**src/rtl/sisc_fetch_unit_if.sv**
```systemverilog
// Instruction-memory fetch bus: req/rdy request channel plus rvalid read-return channel.
interface sisc_fetch_unit_if #(
  parameter int ADDR_W  = 16,
  parameter int INSTR_W = 32
);
  logic               mem_req;
  logic [ADDR_W-1:0]  mem_addr;
  logic               mem_rdy;
  logic               mem_rvalid;
  logic [INSTR_W-1:0] mem_rdata;

  modport master (
    output mem_req, mem_addr,
    input  mem_rdy, mem_rvalid, mem_rdata
  );

  modport slave (
    input  mem_req, mem_addr,
    output mem_rdy, mem_rvalid, mem_rdata
  );
endinterface

```
**src/rtl/sisc_fetch_unit.sv**
```systemverilog
// SISC fetch unit: PC, prefetch FIFO and IR behind the ctrl strobes.
// Define FETCH_PERF_EN to add the stall_cnt / flush_cnt performance counters.
//
// state  | meaning
// S_IDLE | no request in flight; issue when FIFO has room
// S_REQ  | mem_req high, waiting for mem_rdy
// S_WAIT | request accepted, waiting for mem_rvalid (drop_q = discard it)
module sisc_fetch_unit #(
  parameter int ADDR_W  = 16,
  parameter int INSTR_W = 32,
  parameter int DEPTH   = 4
) (
  input  logic               clk,
  input  logic               rst_f,
  input  logic               pc_rst,
  input  logic               ir_load,
  input  logic               pc_write,
  input  logic               pc_sel,
  input  logic               br_sel,
  sisc_fetch_unit_if.master  mem,
  output logic [INSTR_W-1:0] ir,
  output logic [3:0]         opcode,
  output logic [3:0]         mm,
  output logic [ADDR_W-1:0]  pc,
  output logic               ir_valid,
  output logic               stall
`ifdef FETCH_PERF_EN
  ,
  output logic [15:0]        stall_cnt,
  output logic [15:0]        flush_cnt
`endif
);

  localparam int PTR_W = $clog2(DEPTH);

  typedef enum logic [1:0] {S_IDLE, S_REQ, S_WAIT} state_e;

  state_e             state_q, state_d;
  logic [ADDR_W-1:0]  fetch_pc_q, fetch_pc_d;
  logic [ADDR_W-1:0]  wait_addr_q, wait_addr_d;
  logic               drop_q, drop_d;
  logic [INSTR_W-1:0] ir_q, ir_d;
  logic [ADDR_W-1:0]  pc_q, pc_d;
  logic               ir_valid_q, ir_valid_d;
  logic               stall_q, stall_d;
  logic [PTR_W-1:0]   rd_ptr_q, rd_ptr_d, wr_ptr_q, wr_ptr_d;
  logic [PTR_W:0]     count_q, count_d;

  logic [ADDR_W-1:0]  fifo_addr_q [DEPTH];
  logic [INSTR_W-1:0] fifo_data_q [DEPTH];

  logic               clr, redirect, rsp, push, empty, load_req, pop, bypass, fifo_wr;
  logic [ADDR_W-1:0]  imm, target;

  assign clr      = rst_f | pc_rst;
  assign redirect = pc_write & pc_sel;
  assign imm      = ADDR_W'(ir_q[15:0]);
  assign target   = br_sel ? imm : pc_q + imm;

  assign rsp      = (state_q == S_WAIT) & mem.mem_rvalid;
  assign push     = rsp & ~drop_q & ~redirect;
  assign empty    = (count_q == '0);
  // a pending stall keeps asking for an instruction until one arrives
  assign load_req = (ir_load | stall_q) & ~redirect;
  assign pop      = load_req & ~empty;
  assign bypass   = load_req & empty & push;
  assign fifo_wr  = push & ~bypass;

  always_comb begin
    state_d     = state_q;
    fetch_pc_d  = fetch_pc_q;
    wait_addr_d = wait_addr_q;
    drop_d      = drop_q;
    unique case (state_q)
      S_IDLE: begin
        if (redirect)                         fetch_pc_d = target;
        else if (count_q < (PTR_W+1)'(DEPTH)) state_d    = S_REQ;
      end
      S_REQ: begin
        if (mem.mem_rdy) begin
          wait_addr_d = fetch_pc_q;
          fetch_pc_d  = fetch_pc_q + ADDR_W'(1);
          state_d     = S_WAIT;
        end
        if (redirect) begin
          fetch_pc_d = target;
          if (mem.mem_rdy) drop_d  = 1'b1;
          else             state_d = S_IDLE;
        end
      end
      S_WAIT: begin
        if (mem.mem_rvalid) begin
          state_d = S_IDLE;
          drop_d  = 1'b0;
        end
        if (redirect) begin
          fetch_pc_d = target;
          if (!mem.mem_rvalid) drop_d = 1'b1;
        end
      end
      default: state_d = S_IDLE;
    endcase
  end

  always_comb begin
    rd_ptr_d = rd_ptr_q;
    wr_ptr_d = wr_ptr_q;
    count_d  = count_q;
    if (redirect) begin
      rd_ptr_d = '0;
      wr_ptr_d = '0;
      count_d  = '0;
    end else begin
      if (pop)     rd_ptr_d = rd_ptr_q + PTR_W'(1);
      if (fifo_wr) wr_ptr_d = wr_ptr_q + PTR_W'(1);
      if (fifo_wr && !pop)      count_d = count_q + (PTR_W+1)'(1);
      else if (!fifo_wr && pop) count_d = count_q - (PTR_W+1)'(1);
    end
  end

  always_comb begin
    ir_d       = ir_q;
    pc_d       = pc_q;
    ir_valid_d = ir_valid_q;
    stall_d    = load_req & empty & ~push;
    if (pop) begin
      ir_d       = fifo_data_q[rd_ptr_q];
      pc_d       = fifo_addr_q[rd_ptr_q] + ADDR_W'(1);
      ir_valid_d = 1'b1;
    end else if (bypass) begin
      ir_d       = mem.mem_rdata;
      pc_d       = wait_addr_q + ADDR_W'(1);
      ir_valid_d = 1'b1;
    end else if (redirect) begin
      ir_valid_d = 1'b0;
    end
  end

  always_ff @(posedge clk) begin
    if (clr) begin
      state_q     <= S_IDLE;
      fetch_pc_q  <= '0;
      wait_addr_q <= '0;
      drop_q      <= 1'b0;
      ir_q        <= '0;
      pc_q        <= '0;
      ir_valid_q  <= 1'b0;
      stall_q     <= 1'b0;
      rd_ptr_q    <= '0;
      wr_ptr_q    <= '0;
      count_q     <= '0;
    end else begin
      state_q     <= state_d;
      fetch_pc_q  <= fetch_pc_d;
      wait_addr_q <= wait_addr_d;
      drop_q      <= drop_d;
      ir_q        <= ir_d;
      pc_q        <= pc_d;
      ir_valid_q  <= ir_valid_d;
      stall_q     <= stall_d;
      rd_ptr_q    <= rd_ptr_d;
      wr_ptr_q    <= wr_ptr_d;
      count_q     <= count_d;
    end
  end

  always_ff @(posedge clk) begin
    if (!clr && fifo_wr) begin
      fifo_addr_q[wr_ptr_q] <= wait_addr_q;
      fifo_data_q[wr_ptr_q] <= mem.mem_rdata;
    end
  end

`ifdef FETCH_PERF_EN
  logic [15:0] stall_cnt_q, flush_cnt_q;

  always_ff @(posedge clk) begin
    if (clr) begin
      stall_cnt_q <= '0;
      flush_cnt_q <= '0;
    end else begin
      if (stall_q && stall_cnt_q != 16'hFFFF)  stall_cnt_q <= stall_cnt_q + 16'd1;
      if (redirect && flush_cnt_q != 16'hFFFF) flush_cnt_q <= flush_cnt_q + 16'd1;
    end
  end

  assign stall_cnt = stall_cnt_q;
  assign flush_cnt = flush_cnt_q;
`endif

  assign mem.mem_req  = (state_q == S_REQ);
  assign mem.mem_addr = fetch_pc_q;
  assign ir           = ir_q;
  assign opcode       = ir_q[INSTR_W-1 -: 4];
  assign mm           = ir_q[INSTR_W-5 -: 4];
  assign pc           = pc_q;
  assign ir_valid     = ir_valid_q;
  assign stall        = stall_q;

endmodule

```
**src/flat_wrapper.sv**
```systemverilog
// flat-port wrapper written by rule: the top's interface ports become plain ports
module sisc_fetch_unit_flat 
#(
  parameter int ADDR_W  = 16,
  parameter int INSTR_W = 32,
  parameter int DEPTH   = 4
)
  (clk, rst_f, pc_rst, ir_load, pc_write, pc_sel, br_sel, ir, opcode, mm, pc, ir_valid, stall, mem_mem_req, mem_mem_addr, mem_mem_rdy, mem_mem_rvalid, mem_mem_rdata);
  sisc_fetch_unit_if #(.ADDR_W(ADDR_W), .INSTR_W(INSTR_W)) mem_i ();
  input  logic clk;
  input  logic rst_f;
  input  logic pc_rst;
  input  logic ir_load;
  input  logic pc_write;
  input  logic pc_sel;
  input  logic br_sel;
  output logic [INSTR_W-1:0] ir;
  output logic [3:0] opcode;
  output logic [3:0] mm;
  output logic [ADDR_W-1:0] pc;
  output logic ir_valid;
  output logic stall;
  output wire logic [$bits(mem_i.mem_req)-1:0] mem_mem_req;
  output wire logic [$bits(mem_i.mem_addr)-1:0] mem_mem_addr;
  input wire logic [$bits(mem_i.mem_rdy)-1:0] mem_mem_rdy;
  input wire logic [$bits(mem_i.mem_rvalid)-1:0] mem_mem_rvalid;
  input wire logic [$bits(mem_i.mem_rdata)-1:0] mem_mem_rdata;
  assign mem_mem_req = mem_i.mem_req;
  assign mem_mem_addr = mem_i.mem_addr;
  assign mem_i.mem_rdy = mem_mem_rdy;
  assign mem_i.mem_rvalid = mem_mem_rvalid;
  assign mem_i.mem_rdata = mem_mem_rdata;
  sisc_fetch_unit #(.ADDR_W(ADDR_W), .INSTR_W(INSTR_W), .DEPTH(DEPTH)) u_core (.clk(clk), .rst_f(rst_f), .pc_rst(pc_rst), .ir_load(ir_load), .pc_write(pc_write), .pc_sel(pc_sel), .br_sel(br_sel), .mem(mem_i), .ir(ir), .opcode(opcode), .mm(mm), .pc(pc), .ir_valid(ir_valid), .stall(stall));
endmodule
```
**config.mk**
```make
export PLATFORM = sky130hd
export DESIGN_NAME = sisc_fetch_unit_flat
export DESIGN_NICKNAME = d
export VERILOG_FILES = /design/src/rtl/sisc_fetch_unit_if.sv /design/src/rtl/sisc_fetch_unit.sv /design/src/flat_wrapper.sv
export SDC_FILE = /design/constraint.sdc
export NUM_CORES = 1
export LEC_CHECK = 0
export CORE_ASPECT_RATIO = 0.5
export CORE_UTILIZATION = 52
export CTS_BUF_LIST = sky130_fd_sc_hd__clkbuf_16
export DETAILED_ROUTE_END_ITERATION = 16
export PLACE_DENSITY = 0.76
export SYNTH_ARGS = -nofsm -noshare
export SYNTH_HDL_FRONTEND = slang
export SYNTH_SLANG_ARGS = --single-unit
```
**constraint.sdc**
```tcl
create_clock -name clk -period 2.9 [get_ports clk]
set_input_delay 0.29 -clock clk [delete_from_list [all_inputs] [get_ports clk]]
set_output_delay 0.29 -clock clk [all_outputs]
set_load 0.01 [all_outputs]
```
==> Word level (Yosys, flattened, before mapping) <==
Memories as Yosys holds them, arrays and structs flattened. A register that Yosys moved wholly into a read port is not among the register bits.
Index checks and enable logic that the tools add are counted.
{ "op_classes": {"magnitude_cmp": 1, "eq_ne": 9, "n_reduce_logical": 19, "addsub": 8, "bitwise_logic": 17, "n_mux": 33} }
{ "ops": {"columns": ["cell", "count"], "rows": [
  ["16-bit two-way mux", 6],
  ["32-bit two-way mux", 2],
  ["16-bit by 1-bit adder with 16-bit output (second input constant)", 3],
  ["16-bit one-hot mux with 2 select lines", 1],
  ["2-bit two-way mux", 10],
  ["16-bit adder", 1],
  ["1-bit AND", 10],
  ["1-bit two-way mux", 10],
  ["3-bit AND reduction", 3],
  ["2-bit by 1-bit != test with 1-bit output (second input constant)", 4],
  ["2-bit nonzero test", 4],
  ["3-bit two-way mux", 2],
  ["2-bit one-hot mux with 3 select lines", 1],
  ["1-bit NOT", 5],
  ["2-bit by 1-bit adder with 2-bit output (second input constant)", 2],
  ["2-bit != test (second input constant)", 2],
  ["2-bit OR reduction", 2],
  ["3-bit by 1-bit adder with 3-bit output (second input constant)", 1],
  ["1-bit logical AND", 3],
  ["1-bit zero test", 3],
  ["3-bit zero test", 1],
  ["3-bit < comparator (second input constant)", 1],
  ["3-bit by 1-bit != test with 1-bit output (second input constant)", 1],
  ["3-bit nonzero test", 1],
  ["7 further kinds", 8]
]} }
{ "totals": {"output_inout_bits": 75, "regBits": 92, "ramBits": 192, "n_memories": 2, "word_cells": 100, "input_bits": 41} }
{ "memory_table": {"columns": ["name", "words", "width", "read_ports", "rd_ports_with_merged_regs", "wr", "line_no", "text"], "rows": [
  ["u_core.fifo_data_q", 4, 32, 1, 1, 1, "sisc_fetch_unit.sv:50", "logic [INSTR_W-1:0] fifo_data_q [DEPTH];"],
  ["u_core.fifo_addr_q", 4, 16, 1, 1, 1, "sisc_fetch_unit.sv:49", "logic [ADDR_W-1:0] fifo_addr_q [DEPTH];"]
]} }

==> Longest topological paths before layout <==
{ "logic_depth": {"depth_word": 11, "depth_mapped": 12, "depth_no_buf": 10} }

==> Worst setup path before layout <==
Ideal clock, no wire load.
{ "synth_path": {"path_kind": "flip-flop to flip-flop", "from": "reg u_core.state_q[0]", "to": "mem u_core.fifo_addr_q[2][0] (enable)", "setup_time_ns": 0.411, "stages_incl_launch_ff": 6, "synth_period_minus_slack_ns": 3.017, "arrival_time_ns": 2.606, "path_slack_ns": -0.117, "required_ns": 2.489, "path_buffers": 1, "cell_sequence": "dfxtp_1 -> nand3b_1 -> or3_1 -> clkbuf_1 -> a21oi_1 -> and3_1"} }
{ "synth_via": {"elab_chain_len": 10} }
{ "synth_rtl": {"columns": ["element", "line_no", "text"], "rows": [
  ["start: declaration", "sisc_fetch_unit.sv:38", "state_e state_q, state_d;"],
  ["start signal: assignment", "sisc_fetch_unit.sv:153", "state_q <= state_d;"],
  ["2-bit == test (*)", "sisc_fetch_unit.sv:60", "assign rsp = (state_q == S_WAIT) & mem.mem_rvalid;"],
  ["1-bit AND (*)", "sisc_fetch_unit.sv:60", null],
  ["1-bit AND (*) (2 in a row)", "sisc_fetch_unit.sv:61", "assign push = rsp & ~drop_q & ~redirect;"],
  ["1-bit AND", "sisc_fetch_unit.sv:66", "assign bypass = load_req & empty & push;"],
  ["1-bit NOT", "sisc_fetch_unit.sv:67", "assign fifo_wr = push & ~bypass;"],
  ["1-bit AND (*)", "sisc_fetch_unit.sv:67", null],
  ["named net u_core.fifo_wr", "sisc_fetch_unit.sv:52", "logic clr, redirect, rsp, push, empty, load_req, pop, bypass, fifo_wr;"],
  ["1-bit logical AND (*)", "sisc_fetch_unit.sv:168", "if (!clr && fifo_wr) begin"],
  ["1-bit two-way mux (*)", "sisc_fetch_unit.sv:168", null],
  ["1-bit two-way mux (not written as such) (*)", "sisc_fetch_unit.sv:169", "fifo_addr_q[wr_ptr_q] <= wait_addr_q;"],
  ["end: declaration", "sisc_fetch_unit.sv:49", null]
]} }
Mark *: on every way through the listed nets, which the timed path passes. The rest lies on a longest branch.

==> Worst setup path in the final report <==
{ "layout_path": {"from": "reg u_core.ir_q[0], in the netlist u_core.ir[0]", "to": "reg u_core.fetch_pc_q[12], in the netlist u_core.mem.mem_addr[12]"} }
{ "layout_via": {"elab_chain_len": 4, "word_cells_on_any_way": 5, "classes_between": "add/sub: 1; mux: 4"} }
{ "layout_rtl": {"columns": ["element", "line_no", "text"], "rows": [
  ["start: declaration", "sisc_fetch_unit.sv:42", "logic [INSTR_W-1:0] ir_q, ir_d;"],
  ["start signal: assignment", "sisc_fetch_unit.sv:157", "ir_q <= ir_d;"],
  ["16-bit adder (*)", "sisc_fetch_unit.sv:58", "assign target = br_sel ? imm : pc_q + imm;"],
  ["16-bit two-way mux (*)", "sisc_fetch_unit.sv:58", null],
  ["16-bit two-way mux (on tied branches)", "sisc_fetch_unit.sv:76, sisc_fetch_unit.sv:96, sisc_fetch_unit.sv:85", null],
  ["16-bit one-hot mux with 2 select lines (*)", "sisc_fetch_unit.sv:74", "unique case (state_q)"],
  ["end signal: assignment", "sisc_fetch_unit.sv:154", "fetch_pc_q <= fetch_pc_d;"],
  ["end: declaration", "sisc_fetch_unit.sv:39", "logic [ADDR_W-1:0] fetch_pc_q, fetch_pc_d;"]
]} }
Every way passes the cells marked *; elsewhere a longest branch is shown, timed or not. The select of a mux whose other input is x is not followed.
A chain may end at the register's enable or synchronous reset.

==> qor.log <==
[floorplan] Die Y-Extent 111 µm
[yosys] number of different library cells in the post-synthesis netlist 65
[yosys] Mapped Avg Cell Area 12.7 µm²
[yosys] number of warning messages in the yosys log 0
[critical_path] kind of end point of the critical path register
[finish] layout cells sized above 1 14.0%
[yosys] fraction of synthesis flops using an asynchronous set or reset pin 0%
[finish] number of standard cells in the final layout excluding fillers 1448
[critical_path] delay of the slowest cell on the worst path 0.41 ns
[placement] dpl hpwl 22.3 mm
[yosys] dominant synthesized flop cell sky130_fd_sc_hd__edfxtp_1
[critical_path] cell family with most CP delay compound AO/OA/AOI/OAI gates
[global_route] global-route usage over all layers 26.2%
[sta] unrepaired setup endpoints after global routing no
[global_route] overflow left after global routing 0
[power_and_ir_drop] power density of the placed cells 533 nW/µm²
[critical_path] Setup CP Type reg -> reg
[cts] clock latency at the later pin of the worst-skew pair 0.54 ns
[yosys] top area cells in the synthesized netlist sky130_fd_sc_hd__edfxtp_1, sky130_fd_sc_hd__dfxtp_1, sky130_fd_sc_hd__mux4_2
[detailed_routing] Iter 0 DRT Violations 861
[detailed_routing] average routed wire per standard cell 22.0 µm
[cts] maximum level of the CTS H-tree 1
[yosys] part of the Yosys area used for sequential elements 61.4%
[yosys] area of the mapped netlist 12500 µm²
[placement] Post-DP Area 14300 µm²
[yosys] top cell types by occurrence after synthesis sky130_fd_sc_hd__edfxtp_1, sky130_fd_sc_hd__nand2_1, sky130_fd_sc_hd__dfxtp_1
[power_and_ir_drop] worst IR drop on VDD 368 µV
[sta] total setup violations reported at the end of the flow 0
[finish] final layout net count 1187
[critical_path] cell seen most often among critical-path stages sky130_fd_sc_hd__a21oi_1
[sta] total negative slack 0 ns
[run] max-capacitance violation count 0
[cts] count of cells resized by post-cts repair 0
[detailed_routing] DR pass1 iterations 6
[critical_path] Critical Path Fanout Max 4
[floorplan] total I/O pin count 116
[floorplan] Horiz. Die Dim 221 µm
[cts] setup repair bufs after CTS 0
[global_route] wire length of the first global-routing pass 49.9 mm
[finish] area of all placed cells without fillers 15200 µm²
[yosys] dominant cell by count in the synthesized netlist sky130_fd_sc_hd__edfxtp_1
[sta] Max-Slew Margin vs Limit 56.6%
[finish] diode insertion count for antenna repair 0
[floorplan] placeable core region 23200 µm²
[detailed_routing] wire length after detailed routing 31.8 mm
[critical_path] crit-path cells ha_1, fa_1, a21o_1, a21oi_1, o21bai_1, o22a_1, a21boi_0, mux2_2, a21oi_1
[finish] area growth from synthesis to final layout 21.6%
[sta] Hold WS 0.426 ns
[critical_path] critical path's slowest cell sky130_fd_sc_hd__fa_1
[global_route] number of antenna violations at the first check in global routing 0
[global_route] maximum number of pins on one net before global-route repair 77
[cts] Sinks on Clock Net 286
[sta] time the final worst path needs with I/O delays and setup 2.76 ns
[sta] highest clock rate 0.362 GHz
[power_and_ir_drop] total chip power 0.00808 W
[cts] CTS clk-pin slew, worst paths 0.07 ns
[placement] total placed cells including tap cells 1402
[yosys] Yosys top cell area share 46.3%
[detailed_routing] count of unresolved DRC violations after routing 0
[critical_path] Worst Setup Start Kind register
[placement] Buffers on Ports 115
[yosys] number of nets in the synthesized netlist 1046
[outcome] result of the run complete, no violations
[cts] clock root buffer master sky130_fd_sc_hd__clkbuf_16
[floorplan] Initial Utilization 53.8%
[placement] final weighted congestion in routability-driven placement 0.921
[sta] worst-case clock skew 0.00849 ns
[cts] maximum root-to-sink buffer count 3
[yosys] number of enable flip-flop cells after synthesis 192
[cts] CTS tree done
[sta] final critical-path share of the clock period 95.3%
[yosys] Seq cells post-synth 286
[global_route] vias in the first global route 8708
[critical_path] arrival time of the worst setup path 3.24 ns
[yosys] instance count of the mapped netlist 981
[cts] number of buffers inserted during clock tree synthesis 25
[cts] number of hold-repair buffers added at the cts stage 0
[sta] transition at the pin with the smallest max-transition slack 0.650 ns
[critical_path] Data required, critical path 3.38 ns
[sta] Final Hold Violating Endpoints 0
[min_path] worst hold path class in -> reg
[detailed_routing] vias per cell 6.03
[floorplan] Total Die Area 24600 µm²
[power_and_ir_drop] static leakage power 4.99 nW
[sta] Slew Viols, Final 0
[critical_path] count of buffering cells on the critical path with inverters included 0
[detailed_routing] routed via count 8736
[yosys] largest area contributor in the synthesized netlist sky130_fd_sc_hd__edfxtp_1
[floorplan] row count 39
[detailed_routing] final antenna-violating net count 0
-- cell families after synthesis --
logic type / synth area share (%)
buffers and inverters: 2.52
adder cells (fa/ha/maj): 2.53
AO/OA/AOI/OAI: 10.0
XOR/XNOR: 1.76
flip-flops: 61.4
multiplexers: 10.6
AND/OR/NAND/NOR: 11.2
-- cell usage in the layout (no fill, tap or decap), drive strengths merged, types with 4 or more instances in the layout --
master	instances
mux4	48
clkdlybuf4s50	115
mux2	6
a21oi	64
and2	4
o211ai	7
a31oi	7
mux2i	13
clkinv	5
or3	5
o21ai	38
o22ai	4
nor2	72
edfxtp	192
nand2	163
clkbuf	28
ha	22
and3	12
xor2	14
a21o	8
a311oi	32
nand4	12
inv	17
nor3	11
xnor2	11
nand3	25
buf	58
dfxtp	94
-- worst reg2reg max path, stage by stage (launching register included) --
cell and delay, ns:
sky130_fd_sc_hd__dfxtp_1 0.34, sky130_fd_sc_hd__ha_1 0.24, sky130_fd_sc_hd__fa_1 0.41, sky130_fd_sc_hd__a21o_1 0.17, sky130_fd_sc_hd__a21oi_1 0.33, sky130_fd_sc_hd__o21bai_1 0.16
sky130_fd_sc_hd__o22a_1 0.23, sky130_fd_sc_hd__a21boi_0 0.32, sky130_fd_sc_hd__mux2_2 0.38, sky130_fd_sc_hd__a21oi_1 0.13
-- final timing paths --
check                                        from                   endpoint  slack (ns)  cells after the start
worst max-delay path                 u_core.ir[0]    u_core.mem.mem_addr[12]        0.14                      9
worst min register to register    u_core.ir_valid            u_core.ir_valid        0.47                      2
worst min-delay path            mem_mem_rdata[18]  u_core.fifo_data_q[2][18]        0.43                      1
worst max register to register       u_core.ir[0]    u_core.mem.mem_addr[12]        0.14                      9
-- per-stage QoR --
step           setup slack [ns]  util [%]
4_1_cts                   0.128      65.4
6_report                  0.137      65.4
2_1_floorplan             0.188         -
3_5_place_dp             0.0787      61.7
3_3_place_gp              0.142      61.7
5_1_grt                 0.00425      65.4
-- per-layer routing --
metal	share of wire (%)	global-route usage, %
met4	1.9	6.29
met5	0	0
met2	47	42.8
met3	6.4	3.64
met1	44	37.6
-- power by group --
group	internal (W)	switching (W)	total [W]
clock network	0.00197	0.00149	0.00346
logic	0.000114	0.000155	0.000269
registers	0.00433	0.0000163	0.00435
total	0.00642	0.00166	0.00808
-- sequential cells by signal, indices dropped and copies added, names as in the netlist, 2 cells and up, named ones only --
name / count
u_core.fifo_data_q: 128
u_core.ir: 32
u_core.rd_ptr_q: 2
u_core.state_q: 2
u_core.mem.mem_addr: 16
u_core.wr_ptr_q: 2
u_core.count_q: 3
u_core.fifo_addr_q: 64
u_core.wait_addr_q: 16
u_core.pc: 16
-- final cells by class --
type                            instances  area, µm²
Clock buffer                           28        701
Clock inverter                         18        165
Fill cell                            1706       8020
Inverter                                9       33.8
Multi-Input combinational cell        627       4520
Sequential cell                       286       7650
Tap cell                              307        384
Timing Repair Buffer                  173       1700
Note: power is estimated with default switching activity, not from simulation.
